==> config.mk <==
export PLATFORM = sky130hd
export DESIGN_NAME = ahbuart_bus_arbiter
export DESIGN_NICKNAME = d
export VERILOG_FILES = /design/src/rtl/ahbuart_arb_pkg.sv /design/src/rtl/ahbuart_rr_pick.sv /design/src/rtl/ahbuart_bus_arbiter.sv
export SDC_FILE = /design/constraint.sdc
export NUM_CORES = 1
export LEC_CHECK = 0
export ABC_AREA = 1
export CELL_PAD_IN_SITES_DETAIL_PLACEMENT = 1
export CELL_PAD_IN_SITES_GLOBAL_PLACEMENT = 1
export CORE_MARGIN = 3
export CORE_UTILIZATION = 30
export CTS_CLUSTER_DIAMETER = 50
export DETAILED_ROUTE_END_ITERATION = 10
export GPL_ROUTABILITY_DRIVEN = 0
export PLACE_DENSITY = 0.9
export SYNTH_ARGS = -nofsm -noshare
export SYNTH_HDL_FRONTEND = slang
export SYNTH_SLANG_ARGS = --single-unit
export TNS_END_PERCENT = 30
==> constraint.sdc <==
create_clock -name clk -period 2.8 [get_ports clk]
set_input_delay 0.56 -clock clk [delete_from_list [all_inputs] [get_ports clk]]
set_output_delay 0.56 -clock clk [all_outputs]
set_load 0.01 [all_outputs]
==> src/rtl/ahbuart_arb_pkg.sv <==
// Shared types and helpers for the ahbuart bus arbiter: FSM state encoding,
// timeout counter width and index-width helper.
package ahbuart_arb_pkg;

    typedef enum logic [1:0] {
        IDLE  = 2'd0,
        GRANT = 2'd1,
        BUS   = 2'd2,
        RESP  = 2'd3
    } arb_state_t;

    localparam int ARB_TMO_W = 16;

    function automatic int idx_w(input int n);
        int w;
        w = $clog2(n);
        if (w < 1) begin
            return 1;
        end else begin
            return w;
        end
    endfunction

endpackage

==> src/rtl/ahbuart_rr_pick.sv <==
// Combinational round-robin picker: the search starts one past the last grant
// and wraps modulo NREQ.
module ahbuart_rr_pick
    import ahbuart_arb_pkg::*;
#(
    parameter  int NREQ = 2,
    localparam int IW   = idx_w(NREQ)
) (
    input  logic [NREQ-1:0] req,
    input  logic [IW-1:0]   last,
    output logic            any,
    output logic [IW-1:0]   winner
);

    localparam logic [IW:0] NREQ_V = (IW+1)'(NREQ);

    logic [IW-1:0]   start_s;
    logic [NREQ-1:0] rot_s;
    logic [IW-1:0]   off_s;
    logic            found_s;
    logic [IW:0]     sum_s;

    assign any = |req;

    // rotate so the start position sits at bit 0, take the lowest set bit, rotate back
    always_comb begin
        if ({1'b0, last} >= NREQ_V - (IW+1)'(1)) begin
            start_s = '0;
        end else begin
            start_s = last + IW'(1);
        end
        rot_s   = NREQ'({req, req} >> start_s);
        off_s   = '0;
        found_s = 1'b0;
        for (int i = 0; i < NREQ; i++) begin
            if (!found_s && rot_s[i]) begin
                off_s   = IW'(i);
                found_s = 1'b1;
            end else begin
                found_s = found_s;
            end
        end
        sum_s = {1'b0, off_s} + {1'b0, start_s};
        if (sum_s >= NREQ_V) begin
            winner = IW'(sum_s - NREQ_V);
        end else begin
            winner = IW'(sum_s);
        end
    end

endmodule

==> src/rtl/ahbuart_bus_arbiter.sv <==
// Round-robin arbiter and single-word transfer sequencer for the shared AHB-side port.
// Optional bus-wait timeout is enabled by defining AHBUART_ARB_TIMEOUT_EN.
module ahbuart_bus_arbiter
    import ahbuart_arb_pkg::*;
#(
    parameter int NREQ    = 2,
    parameter int AW      = 32,
    parameter int DW      = 32,
    parameter int TMO_CYC = 255
) (
    input  logic             clk,
    input  logic             reset,
    input  logic [NREQ-1:0]  req,
    input  logic [NREQ-1:0]  req_write,
    input  logic [NREQ*AW-1:0] req_addr,
    input  logic [NREQ*DW-1:0] req_wdata,
    output logic [NREQ-1:0]  done,
    output logic [DW-1:0]    rsp_rdata,
    output logic             rsp_err,
    output logic             bus_valid,
    input  logic             bus_ready,
    output logic             bus_write,
    output logic [AW-1:0]    bus_addr,
    output logic [DW-1:0]    bus_wdata,
    input  logic [DW-1:0]    bus_rdata,
    input  logic             bus_err
);

    localparam int IW = idx_w(NREQ);

    if (NREQ < 2 || NREQ > 8 || TMO_CYC < 1 || TMO_CYC > (2 ** ARB_TMO_W) - 1) begin : g_param_check
        $error("ahbuart_bus_arbiter: parameter out of range");
    end

    arb_state_t    state_r;
    arb_state_t    next_s;
    logic          any_s;
    logic [IW-1:0] pick_s;
    logic [IW-1:0] winner_r;
    logic [IW-1:0] last_r;
    logic          accept_s;
    logic          tmo_s;
    logic          exit_s;

    ahbuart_rr_pick #(.NREQ(NREQ)) u_pick (
        .req    (req),
        .last   (last_r),
        .any    (any_s),
        .winner (pick_s)
    );

    assign accept_s = (state_r == BUS) && bus_ready;
    assign exit_s   = accept_s || tmo_s;

`ifdef AHBUART_ARB_TIMEOUT_EN
    logic [ARB_TMO_W-1:0] tmo_cnt_r;

    // ready wins over a timeout landing on the same cycle
    assign tmo_s = (state_r == BUS) && !bus_ready
                   && (tmo_cnt_r == ARB_TMO_W'(TMO_CYC - 1));

    // bus-wait counter, cleared in GRANT so every BUS visit starts from zero
    always_ff @(posedge clk) begin
        if (reset) begin
            tmo_cnt_r <= '0;
        end else if (state_r == GRANT) begin
            tmo_cnt_r <= '0;
        end else if (state_r == BUS && !bus_ready) begin
            tmo_cnt_r <= tmo_cnt_r + ARB_TMO_W'(1);
        end else begin
            tmo_cnt_r <= tmo_cnt_r;
        end
    end
`else
    assign tmo_s = 1'b0;
`endif

    // next-state logic
    always_comb begin
        next_s = state_r;
        case (state_r)
            IDLE: begin
                if (any_s) begin
                    next_s = GRANT;
                end else begin
                    next_s = IDLE;
                end
            end
            GRANT: next_s = BUS;
            BUS: begin
                if (exit_s) begin
                    next_s = RESP;
                end else begin
                    next_s = BUS;
                end
            end
            RESP:    next_s = IDLE;
            default: next_s = IDLE;
        endcase
    end

    // state register
    always_ff @(posedge clk) begin
        if (reset) begin
            state_r <= IDLE;
        end else begin
            state_r <= next_s;
        end
    end

    // winner capture and bus fields; fields are loaded from the winner in GRANT and zeroed on exit
    always_ff @(posedge clk) begin
        if (reset) begin
            winner_r  <= '0;
            last_r    <= IW'(NREQ - 1);
            bus_valid <= 1'b0;
            bus_write <= 1'b0;
            bus_addr  <= '0;
            bus_wdata <= '0;
        end else begin
            if (state_r == IDLE && any_s) begin
                winner_r <= pick_s;
            end
            if (state_r == GRANT) begin
                last_r    <= winner_r;
                bus_valid <= 1'b1;
                bus_write <= req_write[winner_r];
                bus_addr  <= req_addr[winner_r*AW +: AW];
                bus_wdata <= req_wdata[winner_r*DW +: DW];
            end else if (exit_s) begin
                bus_valid <= 1'b0;
                bus_write <= 1'b0;
                bus_addr  <= '0;
                bus_wdata <= '0;
            end
        end
    end

    // completion pulse and response capture, held until the next acceptance
    always_ff @(posedge clk) begin
        if (reset) begin
            done      <= '0;
            rsp_rdata <= '0;
            rsp_err   <= 1'b0;
        end else begin
            if (exit_s) begin
                done <= NREQ'(1'b1) << winner_r;
            end else begin
                done <= '0;
            end
            if (accept_s) begin
                rsp_rdata <= bus_write ? '0 : bus_rdata;
                rsp_err   <= bus_err;
            end else if (tmo_s) begin
                rsp_rdata <= '0;
                rsp_err   <= 1'b1;
            end
        end
    end

endmodule

Word level (Yosys, flattened, before mapping) --
Cells that the tools add are included.
Word-level totals: flip-flop bits (word level) 105, bits of input ports 168, output and inout port bits 101, logic and storage cells 48
Cells by class: $add $sub $neg 3, $lt $le $gt $ge 3, equality and inequality tests 3, shift operators 4, multiplexer cells 16, bitwise gates (word level) 1, reductions and logical operators 8
Operator list (number):
- 32-bit 2-to-1 mux | 4
- 64-bit by 7-bit variable part select with 32-bit output | 2
- 1-bit 2-to-1 mux | 11
- 2-bit case mux with 4 select lines | 1
- 2-bit equality test, second input constant | 2
- 2-bit OR reduction | 2
- 4-bit by 1-bit right shift with 2-bit output | 1
- 1-bit logical AND | 3
- 1-bit by 1-bit adder with 2-bit output | 1
- 2-bit by 1-bit equality test with 1-bit output, second input constant | 1
- 2-bit greater-or-equal comparator, second input constant | 1
- 2-bit logical NOT | 1
- 1-bit by 2-bit < comparator with 1-bit output, second input constant | 1
- 2-bit nonzero test | 1
- 1-bit by 1-bit << shifter with 2-bit output, first input constant | 1
- 1-bit adder, second input constant | 1
- 1-bit greater-or-equal comparator, second input constant | 1
- 1-bit logical NOT | 1
- 1-bit NOT | 1
- 1-bit subtractor, second input constant | 1

Logic depth before layout (Yosys ltp) --
depth in word-level cells 10, gate-level depth with buffers 9, mapped depth without buffers 6

By module --
A second synthesis with hierarchy kept.
Second synthesis, totals: cell total of the unflattened synthesis 695, area total of the unflattened synthesis 4809.6 sq um
Modules (own cells, without submodules):
- ahbuart_bus_arbiter | times used 1, cells each 688, area each 4780.8 sq um, sequential area each 2102.0 sq um
- ahbuart_rr_pick | times used 1, cells each 7, area each 28.8 sq um, sequential area each 0.0 sq um

Worst setup path before layout --
No wires, ideal clock.
path kind register to register, start register state_r[0], end register bus_addr[10], library setup time 0.143 ns, arrival time 1.233 ns, required time 2.657 ns, slack 1.424 ns, stages on the path, launching flop included 10, path buffers 3, clock period less this slack 1.376 ns, path through dfxtp_1 -> inv_1 -> ha_1 -> nand2_1 -> buf_6 -> nand2_4 -> buf_12 -> buf_8 -> nand3_2 -> a21oi_2
Between the ends: word-level cells in the longest chain between the ends 3, elaborated cells on any way between the ends 5, those cells by class 2 x eq/ne; 1 x mux; 2 x reduce/logical
Ends and longest elaborated chain:
- start, declared | line ahbuart_bus_arbiter.sv:35 | arb_state_t state_r;
- start signal, assigned | line ahbuart_bus_arbiter.sv:107 | state_r <= next_s;
- 2-bit equality test | line ahbuart_bus_arbiter.sv:52 | assign accept_s = (state_r == BUS) && bus_ready;
- 1-bit logical AND | line ahbuart_bus_arbiter.sv:52
- 2-bit nonzero test (no source line)
- end signal, assigned | line ahbuart_bus_arbiter.sv:128 | bus_addr <= req_addr[winner_r*AW +: AW];
- end, declared | line ahbuart_bus_arbiter.sv:23 | output logic [AW-1:0] bus_addr,
Several ways; a longest one is shown, not always the timed one. A chain may end at the register's enable or synchronous reset.

Worst setup path after layout --
start register bus_write, end output bus_write
RTL lines:
- start, declared | line ahbuart_bus_arbiter.sv:22 | output logic bus_write,
- start signal, assigned | line ahbuart_bus_arbiter.sv:127 | bus_write <= req_write[winner_r];
No word-level cell between the ends.

==> flow_metrics.env <==
export IMPL_status="finished, final reports clean"
export IMPL_power_density_mw_per_mm2=566
export IMPL_layout_nets=1089
export IMPL_ys_ff_latch=105
export IMPL_drtIter0Drc=201
export IMPL_grt_use_total=0.189
export IMPL_synth_top_area_share=0.397
export IMPL_rsz0062_at_grt="no"
export IMPL_io_pins=269
export IMPL_rows=47
export IMPL_cts_tree="done"
export IMPL_synth_area_leader_cell="dfxtp_1"
export IMPL_clk_latency_ps=340
export IMPL_syn_area_per_cell_um2=7.68
export IMPL_pwr_share_comb=0.360
export IMPL_hold_path_class="flop to flop"
export IMPL_syn_inst=690
export IMPL_slew_headroom=0.318
export IMPL_grt_max_degree=69
export IMPL_synthDistinctLibCells=20
export IMPL_io_buffer_count=268
export IMPL_grt_pass1_wl_mm=30.3
export IMPL_ys_top_cells_by_area="dfxtp_1, nand2_1, nand3_1"
export IMPL_worst_pin_slew_ps=1020
export IMPL_setup_viol=0
export IMPL_syn_nets=863
export IMPL_initial_core_util=0.313
export IMPL_cp_data_arrival_time_ps=1300
export IMPL_path_cells="clkdlybuf4s50_1"
export IMPL_wl_per_cell_um=16.6
export IMPL_core_mm2=0.0169
export IMPL_vias=5566
export IMPL_critPathSlowestCell="clkdlybuf4s50_1"
export IMPL_nFillCells=2049
export IMPL_firstDrtPassIters=4
export IMPL_cts_root_buf="clkbuf_16"
export IMPL_antenna_found_initial=0
export IMPL_crit_path_start_kind="flop"
export IMPL_grt_pass1_vias=5878
export IMPL_drv_slew=0
export IMPL_p_int_mw=3.02
export IMPL_die_width_um=139
export IMPL_wirelength_mm=19.0
export IMPL_clk_path_buf_depth=2
export IMPL_placed_area_mm2=0.00797
export IMPL_cap_violations=0
export IMPL_cp_top_family="buffers and inverters"
export IMPL_postRouteAntennaNets=0
export IMPL_yosys_warnings=0
export IMPL_p_clk_frac=0.278
export IMPL_critPathRequiredTime_ps=2240
export IMPL_seq_power_share=0.362
export IMPL_p_sw_mw=1.67
export IMPL_endpoint_kind="output pin"
export IMPL_finalHoldViolCount=0
export IMPL_cts_max_level=3
export IMPL_finClkSkew_ps=8.03
export IMPL_crit_buf_inv=1
export IMPL_criticalPathCategory="flop to output pin"
export IMPL_swShare=0.356
export IMPL_dp_hpwl_mm=13.7
export IMPL_ys_seq_area_frac=0.397
export IMPL_cts_resized=0
export IMPL_cts_made_buffers=9
export IMPL_dieHeight_um=139
export IMPL_critPathMaxStageDelay_ps=600
export IMPL_fmax_mhz=538
export IMPL_drive_gt1_frac=0.147
export IMPL_synthToLayoutAreaGrowth_pct=56.0
export IMPL_setup_tns_ps=0
export IMPL_cts_hold_fix_buffers=0
export IMPL_clkTransAtPathRegs_ps=70
export IMPL_post_cts_buffers=0
export IMPL_vias_per_cell=4.88
export IMPL_fin_crit_sh=0.663
export IMPL_final_area_mm2=0.00827
export IMPL_die_area_mm2=0.0193
export IMPL_overflow=0
export IMPL_finalCriticalPeriod_ps=1860
export IMPL_critical_path_max_fanout=3
export IMPL_syn_area_mm2=0.00530
export IMPL_route_detailed_drc=0
export IMPL_ir_drop_uv=295
export IMPL_clock_sinks=105
export IMPL_power_leakage_nw=3.07
export IMPL_diodes=0
==> sequential cells by signal (all words and copies together) (netlist names) <==
signal     flops
state_r        2
bus_addr      32
bus_write      1
last_r         1
rsp_err        1
bus_wdata     32
winner_r       1
bus_valid      1
done           2
rsp_rdata     32
==> final timing paths <==
| check | start | end | slack (ps) | depth (start not counted) |
|---|---|---|---|---|
| setup reg to reg | state_r[0]$_SDFF_PP0_ | bus_wdata[1]$_SDFFE_PP0P_ | 970 | 6 |
| hold reg to reg | last_r$_SDFFE_PP1N_ | last_r$_SDFFE_PP1N_ | 470 | 2 |
| hold / removal | last_r$_SDFFE_PP1N_ | last_r$_SDFFE_PP1N_ | 470 | 2 |
| setup / recovery | bus_write$_SDFFE_PP0P_ | bus_write | 940 | 1 |
==> power by group through the flow <==
stage	logic [mW]	registers, mW	clock network (mW)
finish	1.68	1.70	1.30
global route	1.85	1.71	1.41
CTS	1.72	1.70	1.35
detailed placement	1.72	1.73	0
global placement	1.69	1.72	0
floorplan	1.03	1.77	0
==> area by class of cell <==
cell class	count	area, um^2	share of cell area
multi-input combinational	512	2770	0.334
sequential	105	2100	0.254
inverter	9	33.8	0.00408
clock inverter	7	78.8	0.00953
timing repair buffer	279	2790	0.337
clock buffer	9	225	0.0272
tap	220	275	0.0333
==> stage by stage <==
step           std cells  power [mW]   util  setup WS, ps  hold WS [ps]
2_1_floorplan        690        2.81      -          1420           445
3_3_place_gp        1125        3.41  0.470           797           451
3_5_place_dp        1125        3.45  0.470           762           460
4_1_cts             1141        4.78  0.488           935           471
5_1_grt             1141        4.96  0.488           798           496
6_report            1141        4.68  0.488           942           469
==> Yosys cell counts <==
cell type  count
a21oi_1       19
a21oi_2       50
buf_1          1
buf_12         1
buf_2         37
buf_4          4
buf_6          6
buf_8          5
clkbuf_1      10
dfxtp_1      105
ha_1           5
inv_1          6
inv_2          3
nand2_1      232
nand2_4        1
nand3_1      113
nand3_2       50
nor2_1         6
o21ai_0       32
o21ai_1        4
==> kinds of logic (layout without fill, tap and decap cells) <==
| group | after synthesis | in the layout | share of synthesized area |
|---|---|---|---|
| buf+inv | 73 | 304 | 0.0854 |
| simple gates | 402 | 402 | 0.372 |
| flops | 105 | 105 | 0.397 |
| fa+ha+maj | 5 | 5 | 0.0118 |
| compound gates | 105 | 105 | 0.135 |
==> per-layer routing <==
layer	track usage	vias up	wire length, um
met4	0.0453	0	233
met1	0.215	2638	7620
met3	0.0541	19	1330
li1	-	2729	-
met5	0	-	0
met2	0.348	180	9810
==> layout by cell type, fill, tap and decap left out <==
master and instances:
nand2_4 2, inv_6 1, clkdlybuf4s50_1 267, nand3_2 50
clkinv_2 1, clkinv_4 1, a21oi_2 50, clkbuf_16 9
nand3_1 113, inv_1 6, o21ai_1 4, nor2_1 6
buf_12 2, a21oi_1 19, buf_4 10, inv_8 1
o21ai_0 32, ha_4 1, bufinv_16 1, nand2_1 231
dfxtp_2 1, ha_1 4, dfxtp_1 104, clkinvlp_4 2
inv_2 3
Power figures use the tool's default switching activity.
